<file path="config.mk">
export PLATFORM = sky130hd
export DESIGN_NAME = hps_bus_master
export DESIGN_NICKNAME = d
export VERILOG_FILES = /design/src/rtl/hps_bus_master.sv
export SDC_FILE = /design/constraint.sdc
export NUM_CORES = 1
export LEC_CHECK = 0
export BUFFER_PORTS_ARGS = -buffer_cell sky130_fd_sc_hd__buf_2
export CAP_MARGIN = 20
export CORE_MARGIN = 1.5
export CORE_UTILIZATION = 50
export CTS_CLUSTER_DIAMETER = 100
export DETAILED_ROUTE_END_ITERATION = 8
export HOLD_SLACK_MARGIN = 0.1
export PLACE_DENSITY = 0.79
export SLEW_MARGIN = 20
export SYNTH_ARGS = -nofsm -noshare
export SYNTH_HDL_FRONTEND = slang
export SYNTH_SLANG_ARGS = --single-unit
export TNS_END_PERCENT = 10
</file>
<file path="constraint.sdc">
create_clock -name clk_sys -period 2.2 [get_ports clk_sys]
set_input_delay 0.44 -clock clk_sys [delete_from_list [all_inputs] [get_ports clk_sys]]
set_output_delay 0.44 -clock clk_sys [all_outputs]
set_load 0.02 [all_outputs]
</file>
<file path="src/rtl/hps_bus_master.sv">
// Initiator end of the 16-bit HPS command bus: strobes a command word plus N data words
// and returns each response word two cycles after its strobe. Define HPS_BUS_MASTER_TIMEOUT_EN
// to abort transactions whose strobe is held off by bus_wait for TIMEOUT cycles.
module hps_bus_master #(
  parameter int unsigned GAP     = 2,
  parameter int unsigned SETUP   = 1,
  parameter int unsigned END_GAP = 2,
  parameter int unsigned TIMEOUT = 1024
) (
  input  logic        clk_sys,
  input  logic        reset,
  input  logic        req_valid,
  output logic        req_ready,
  input  logic [15:0] req_cmd,
  input  logic [9:0]  req_len,
  input  logic [1:0]  req_sel,
  input  logic        wr_valid,
  output logic        wr_ready,
  input  logic [15:0] wr_data,
  output logic        rd_valid,
  output logic [15:0] rd_data,
  output logic        done,
  output logic        err,
  output logic [1:0]  bus_en,
  output logic        bus_strobe,
  output logic [15:0] bus_din,
  input  logic [15:0] bus_dout,
  input  logic        bus_wait
);

  typedef enum logic [2:0] {
    StIdle,
    StSetup,
    StCmd,
    StGap,
    StData,
    StCapt,
    StEnd
  } state_e;

  localparam logic [15:0] SetupLast = 16'(SETUP - 1);
  localparam logic [15:0] GapLast   = 16'(GAP - 1);
  localparam logic [15:0] EndLast   = 16'(END_GAP - 1);

  state_e      state_q, state_d;
  state_e      after_gap;
  logic [15:0] cnt_q, cnt_d;
  logic [9:0]  rem_q, rem_d;
  logic [15:0] cmd_q, cmd_d;
  logic [1:0]  sel_q, sel_d;
  logic [15:0] din_q, din_d;
  logic        rd_valid_q, rd_valid_d;
  logic [15:0] rd_data_q, rd_data_d;
  logic        abort_q, abort_d;

`ifdef HPS_BUS_MASTER_TIMEOUT_EN
  localparam logic [31:0] TimeoutLast = 32'(TIMEOUT - 1);
  logic [31:0] to_q, to_d;
`else
  logic unused_timeout;
  assign unused_timeout = |TIMEOUT;
`endif

  always_comb begin
    state_d    = state_q;
    cnt_d      = cnt_q + 16'd1;
    rem_d      = rem_q;
    cmd_d      = cmd_q;
    sel_d      = sel_q;
    din_d      = din_q;
    rd_valid_d = 1'b0;
    rd_data_d  = rd_data_q;
    abort_d    = abort_q;
    req_ready  = 1'b0;
    wr_ready   = 1'b0;
    bus_strobe = 1'b0;
    done       = 1'b0;
    err        = 1'b0;
    after_gap  = (rem_q != 10'd0) ? StData : StEnd;

    unique case (state_q)
      StIdle: begin
        req_ready = 1'b1;
        cnt_d     = '0;
        if (req_valid) begin
          cmd_d   = req_cmd;
          rem_d   = req_len;
          sel_d   = (req_sel == 2'b00) ? 2'b01 : req_sel;
          abort_d = 1'b0;
          state_d = StSetup;
        end
      end
      StSetup: begin
        if (cnt_q >= SetupLast) begin
          cnt_d   = '0;
          state_d = StCmd;
        end
      end
      StCmd: begin
        cnt_d = '0;
        if (!bus_wait) begin
          bus_strobe = 1'b1;
          din_d      = cmd_q;
          state_d    = StGap;
        end
      end
      StGap: begin
        if (cnt_q >= GapLast) begin
          cnt_d   = '0;
          state_d = after_gap;
        end
      end
      StData: begin
        cnt_d = '0;
        if (wr_valid && !bus_wait) begin
          bus_strobe = 1'b1;
          wr_ready   = 1'b1;
          din_d      = wr_data;
          rem_d      = rem_q - 10'd1;
          state_d    = StCapt;
        end
      end
      StCapt: begin
        // Response is sampled here; this cycle also serves as the first gap cycle.
        rd_valid_d = 1'b1;
        rd_data_d  = bus_dout;
        if (GAP <= 1) begin
          cnt_d   = '0;
          state_d = after_gap;
        end else begin
          cnt_d   = 16'd1;
          state_d = StGap;
        end
      end
      StEnd: begin
        done = (cnt_q == 16'd0) && !abort_q;
        if (cnt_q >= EndLast) begin
          cnt_d   = '0;
          state_d = StIdle;
        end
      end
      default: begin
        cnt_d   = '0;
        state_d = StIdle;
      end
    endcase

`ifdef HPS_BUS_MASTER_TIMEOUT_EN
    to_d = to_q;
    if (state_q == StIdle || bus_strobe) begin
      to_d = '0;
    end else if ((state_q == StCmd || state_q == StData) && bus_wait) begin
      to_d = to_q + 32'd1;
      if (to_q == TimeoutLast) begin
        err     = 1'b1;
        abort_d = 1'b1;
        to_d    = '0;
        cnt_d   = '0;
        state_d = StEnd;
      end
    end
`endif
  end

  always_comb begin
    bus_en = 2'b00;
    if (state_q inside {StSetup, StCmd, StGap, StData, StCapt}) begin
      bus_en = sel_q;
    end
  end

  assign bus_din  = din_d;
  assign rd_valid = rd_valid_q;
  assign rd_data  = rd_data_q;

  always_ff @(posedge clk_sys) begin
    if (reset) begin
      state_q    <= StIdle;
      cnt_q      <= '0;
      rem_q      <= '0;
      cmd_q      <= '0;
      sel_q      <= '0;
      din_q      <= '0;
      rd_valid_q <= 1'b0;
      rd_data_q  <= '0;
      abort_q    <= 1'b0;
`ifdef HPS_BUS_MASTER_TIMEOUT_EN
      to_q       <= '0;
`endif
    end else begin
      state_q    <= state_d;
      cnt_q      <= cnt_d;
      rem_q      <= rem_d;
      cmd_q      <= cmd_d;
      sel_q      <= sel_d;
      din_q      <= din_d;
      rd_valid_q <= rd_valid_d;
      rd_data_q  <= rd_data_d;
      abort_q    <= abort_d;
`ifdef HPS_BUS_MASTER_TIMEOUT_EN
      to_q       <= to_d;
`endif
    end
  end

endmodule

</file>
Yosys cells after proc, flatten, opt, wreduce, memory -nomap -nowiden --
Index checks and enable logic that the tools add are counted.
Word-level totals: output and inout port bits 40, logic and storage cells 62, input port bits 65, register bits 80
Operators by class: $add $sub $neg 2, reductions and logical operators 12, muxes and demuxes 26, magnitude comparators 2, equal/unequal tests 12
Operators by type and width (number):
- $mux W16 | 4
- $pmux W16 S3 | 1
- $ge A16 B1 Y1 const B | 2
- $pmux W16 S2 | 1
- $pmux W3 S7 | 1
- $mux W10 | 2
- $pmux W10 S2 | 1
- $mux W3 | 6
- $add A16 B1 Y16 const B | 1
- $logic_not A16 Y1 | 1
- $ne A2 B2 Y1 const B | 6
- $reduce_bool A10 Y1 | 1
- $sub A10 B1 Y10 const B | 1
- $eq A3 B3 Y1 const B | 3
- $eq A3 B2 Y1 const B | 2
- $mux W1 | 6
- $mux W2 | 3
- $reduce_and A6 Y1 | 1
- $reduce_bool A5 Y1 | 1
- $eq A3 B1 Y1 const B | 1
- $logic_not A3 Y1 | 1
- $reduce_and A3 Y1 | 1
- $logic_not A2 Y1 | 1
- $pmux W1 S2 | 1
- other kinds (5) | 5

Longest topological paths before layout --
depth in word-level cells 4, gate-level depth with buffers 7, mapped depth without buffers 6

Least setup slack after synthesis --
Ideal clock, no wire load.
path kind register -> output, from register state_q[1], to output port bus_din[10], data required time 1.760 ns, stages on the path, launching flop included 7, path buffers 2, setup slack 0.121 ns, arrival time 1.639 ns, cell sequence dfxtp_1 buf_6 nand3b_4 a211o_4 buf_6 a222oi_1 inv_1
On the way: word-level cells in the longest chain between the ends 2, elaborated cells on any way between the ends 3, classes of those cells 2 x eq/ne; 1 x mux
Ends and longest elaborated chain:
- start: declaration | RTL line 45 | state_e state_q, state_d;
- start signal: assignment | RTL line 178 | state_q <= StIdle;
- start signal: assignment | RTL line 191 | state_q <= state_d;
- $eq A3 B3 Y1 or $eq A3 B2 Y1 (tied branches) | RTL line 81 | unique case (state_q)
- $pmux W16 S2 * | RTL line 81
- end: declaration | RTL line 26 | output logic [15:0] bus_din,
Mark *: on every way between the ends. The rest lies on a longest branch, timed or not.

Worst setup path after layout --
from register state_q[2], to output port bus_din[4]
The elaborated chain is that of the path after synthesis.

==> flow_summary_export.csv <==
group,metric,value,unit
global_routing,grtUsageTotal,23.6,%
cts,clk_pin_slew_worst_paths,0.09,ns
timing,fin_ws,-0.198,ns
synth,avgSynthCellArea,8.61,µm²
placement,place_area,3890,µm²
cts,cts_made_buffers,9,
setup_path,critPathLaunchType,"flop",
synth,netlist_top_cells_count,"dfxtp_1, nand2_1, a21oi_1, inv_1, nor2_1",
finish,fill_cells,525,
placement,preCtsSetupSlack,-0.159,ns
synth,synth_top_cell_area_share,49.7,%
synth,syn_area,3220,µm²
finish,final_area,4160,µm²
timing,worst_pin_slew,0.695,ns
status,violations,"negative setup slack",
synth,async_flop_share,0,%
drt,drt_iter0_drc,215,
drt,viasPerCell,5.35,
drt,drt-pass1-iter-count,8,
synth,synth-main-ff-cell,"dfxtp_1",
floorplan,core,6280,µm²
synth,yosysUniqueCellTypes,51,
finish,syn2layout_area_growth,29.1,%
setup_path,end_kind,"output pin",
drt,drc,0,
synth,synth_edf_count,0,
synth,syn_inst,374,
finish,antennaDiodeCount,0,
min_path,hp-class,"input port to flop",
timing,period_share,109,%
cts,insertion_delay,0.36,ns
floorplan,ios,105,
timing,slew_headroom,53.5,%
timing,fmax,0.417,GHz
placement,dp.final_hpwl,5450,µm
timing,rsz0062_at_grt,"true",
global_routing,grt-ovfl-total,0,
flow_run,drv_cap,0,
cts,cts_htree_levels,3,
timing,hold_ws,0.305,ns
setup_path,crit_arrival,1.96,ns
synth,ys_seq_area_share,49.7,%
finish,nNetsFinal,566,
finish,seq_area,1610,µm²
cts,clkSinkCount,80,
setup_path,crit_fanout,17,
finish,drive_gt1_share,29.7,%
setup_path,worst-setup-path-type,"flop to output pin",
timing,setup_viol,16,
timing,hold_viol_final,0,
cts,cts_tree,"built",
finish,multi_input_area,1480,µm²
drt,via_count,3092,
floorplan,initial_core_util,51.3,%
drt,detail_route.wl_per_cell,13.8,µm
power,power_density,757,nW/µm²
power,p_total,3.15,mW
timing,period_needed,2.40,ns
synth,synthTopCellsByArea,"dfxtp_1, nand2_1, a21oi_1, a222oi_1, inv_1",
status,status,"finished with violations",
timing,slew_violations,0,
synth,yosys_register_bits,80,
drt,wl,7960,µm
power,p_leak,1.97,nW
power,ir_drop,0.541,mV
global_routing,grt_max_degree,33,
timing,finalClockSkew,0.0118,ns
floorplan,die_y,83.2,µm
floorplan,fp-row-count,29,
cts,clockBufferDepth,2,
synth,synth_most_common_cell,"dfxtp_1",
cts,root_buffer,"clkbuf_8",
min_path,min_path_cells,3,
floorplan,dieArea,6930,µm²
global_routing,grt_first_pass_wirelength,13100,µm
setup_path,ff2ff_path_depth,7,
setup_path,cp_data_required_time,1.76,ns
drt,ant_nets,0,
synth,synth_top_area_cell,"dfxtp_1",
global_routing,antenna_found_initial,0,
floorplan,chipWidth,83.2,µm
placement,port_buffers,103,
synth,ys_warn_count,0,
global_routing,first_global_vias,2898,
placement,globalplace.congestion,0.866,
-- final cells by class --
type / instances / area share [%]
clock buffer: 10 / 3.31
clock inverter: 6 / 1.75
inverter: 29 / 2.62
multi-input combinational: 256 / 35.6
sequential: 80 / 38.7
tap: 77 / 2.32
timing repair buffer: 120 / 15.8
-- power by group --
group	switching, mW	internal [mW]	total [mW]
clock network	0.566	0.569	1.14
registers	0.0481	1.52	1.57
logic	0.261	0.184	0.445
-- state kept, by name (all words and copies together), names as in the netlist --
name	cells
cnt_q	16
state_q	3
sel_q	2
rd_data	16
cmd_q	16
rem_q	10
rd_valid	1
din_q	16
-- cell families after synthesis --
group / Yosys count / synth area share [%]
other cells: 1 / 0.116
xor+xnor: 2 / 0.544
simple gates: 142 / 20.8
fa+ha+maj: 5 / 1.94
buf+inv: 53 / 7.31
flops: 80 / 49.7
compound gates: 91 / 19.5
-- worst paths after layout --
| check | start | to | slack [ns] |
|---|---|---|---|
| max reg2reg | state_q[1] | cmd_q[3] | 0.32 |
| min reg2reg | rd_data[15] | rd_data[15] | 0.45 |
| min | req_cmd[6] | cmd_q[6] | 0.30 |
| max | state_q[2] | bus_din[4] | -0.20 |
-- metrics by stage --
step | setup TNS (ns) | std cells | utilization, %
floorplan | 0 | 387 | -
global placement | -1.97 | 559 | 61.9
detailed placement | -2.12 | 559 | 61.9
CTS | -2.63 | 578 | 66.2
global route | -4.32 | 578 | 66.2
finish | -2.57 | 578 | 66.2
-- worst max-delay path, stage by stage, from the launching register on --
cell      delay (ns)
dfxtp_2         0.35
buf_4           0.15
nor3b_1         0.15
and2_1          0.17
buf_12          0.16
a222oi_1        0.38
inv_1           0.08
buf_2           0.17
-- placed cells by master, fill, tap and decap left out, types with 10 or more instances in the layout --
cell and instances:
buf_2 103, dfxtp_1 77, nand2_1 72, a21oi_1 42, inv_1 29, nor2_1 24
a222oi_1 16, buf_4 16, conb_1 14, nor3_1 10, clkbuf_8 10
-- layer usage --
layer,vias to the layer above,share of wire (%),GRT usage [%]
li1,1540,-,-
met1,1439,43,28.5
met2,102,49,40.4
met3,11,6.1,4.87
met4,0,2.0,10.5
met5,-,0,0
-- what timing repair did --
| item | 4_1_cts | 5_1_grt |
|---|---|---|
| gates cloned | 2 | 0 |
| resized for setup | 9 | 0 |
| pin swaps | 17 | 1 |
| endpoints found under the setup margin | 18 | 18 |
| setup buffers | 1 | 0 |
| hold buffers | 0 | 0 |
Note: power is estimated with default switching activity, not from simulation.
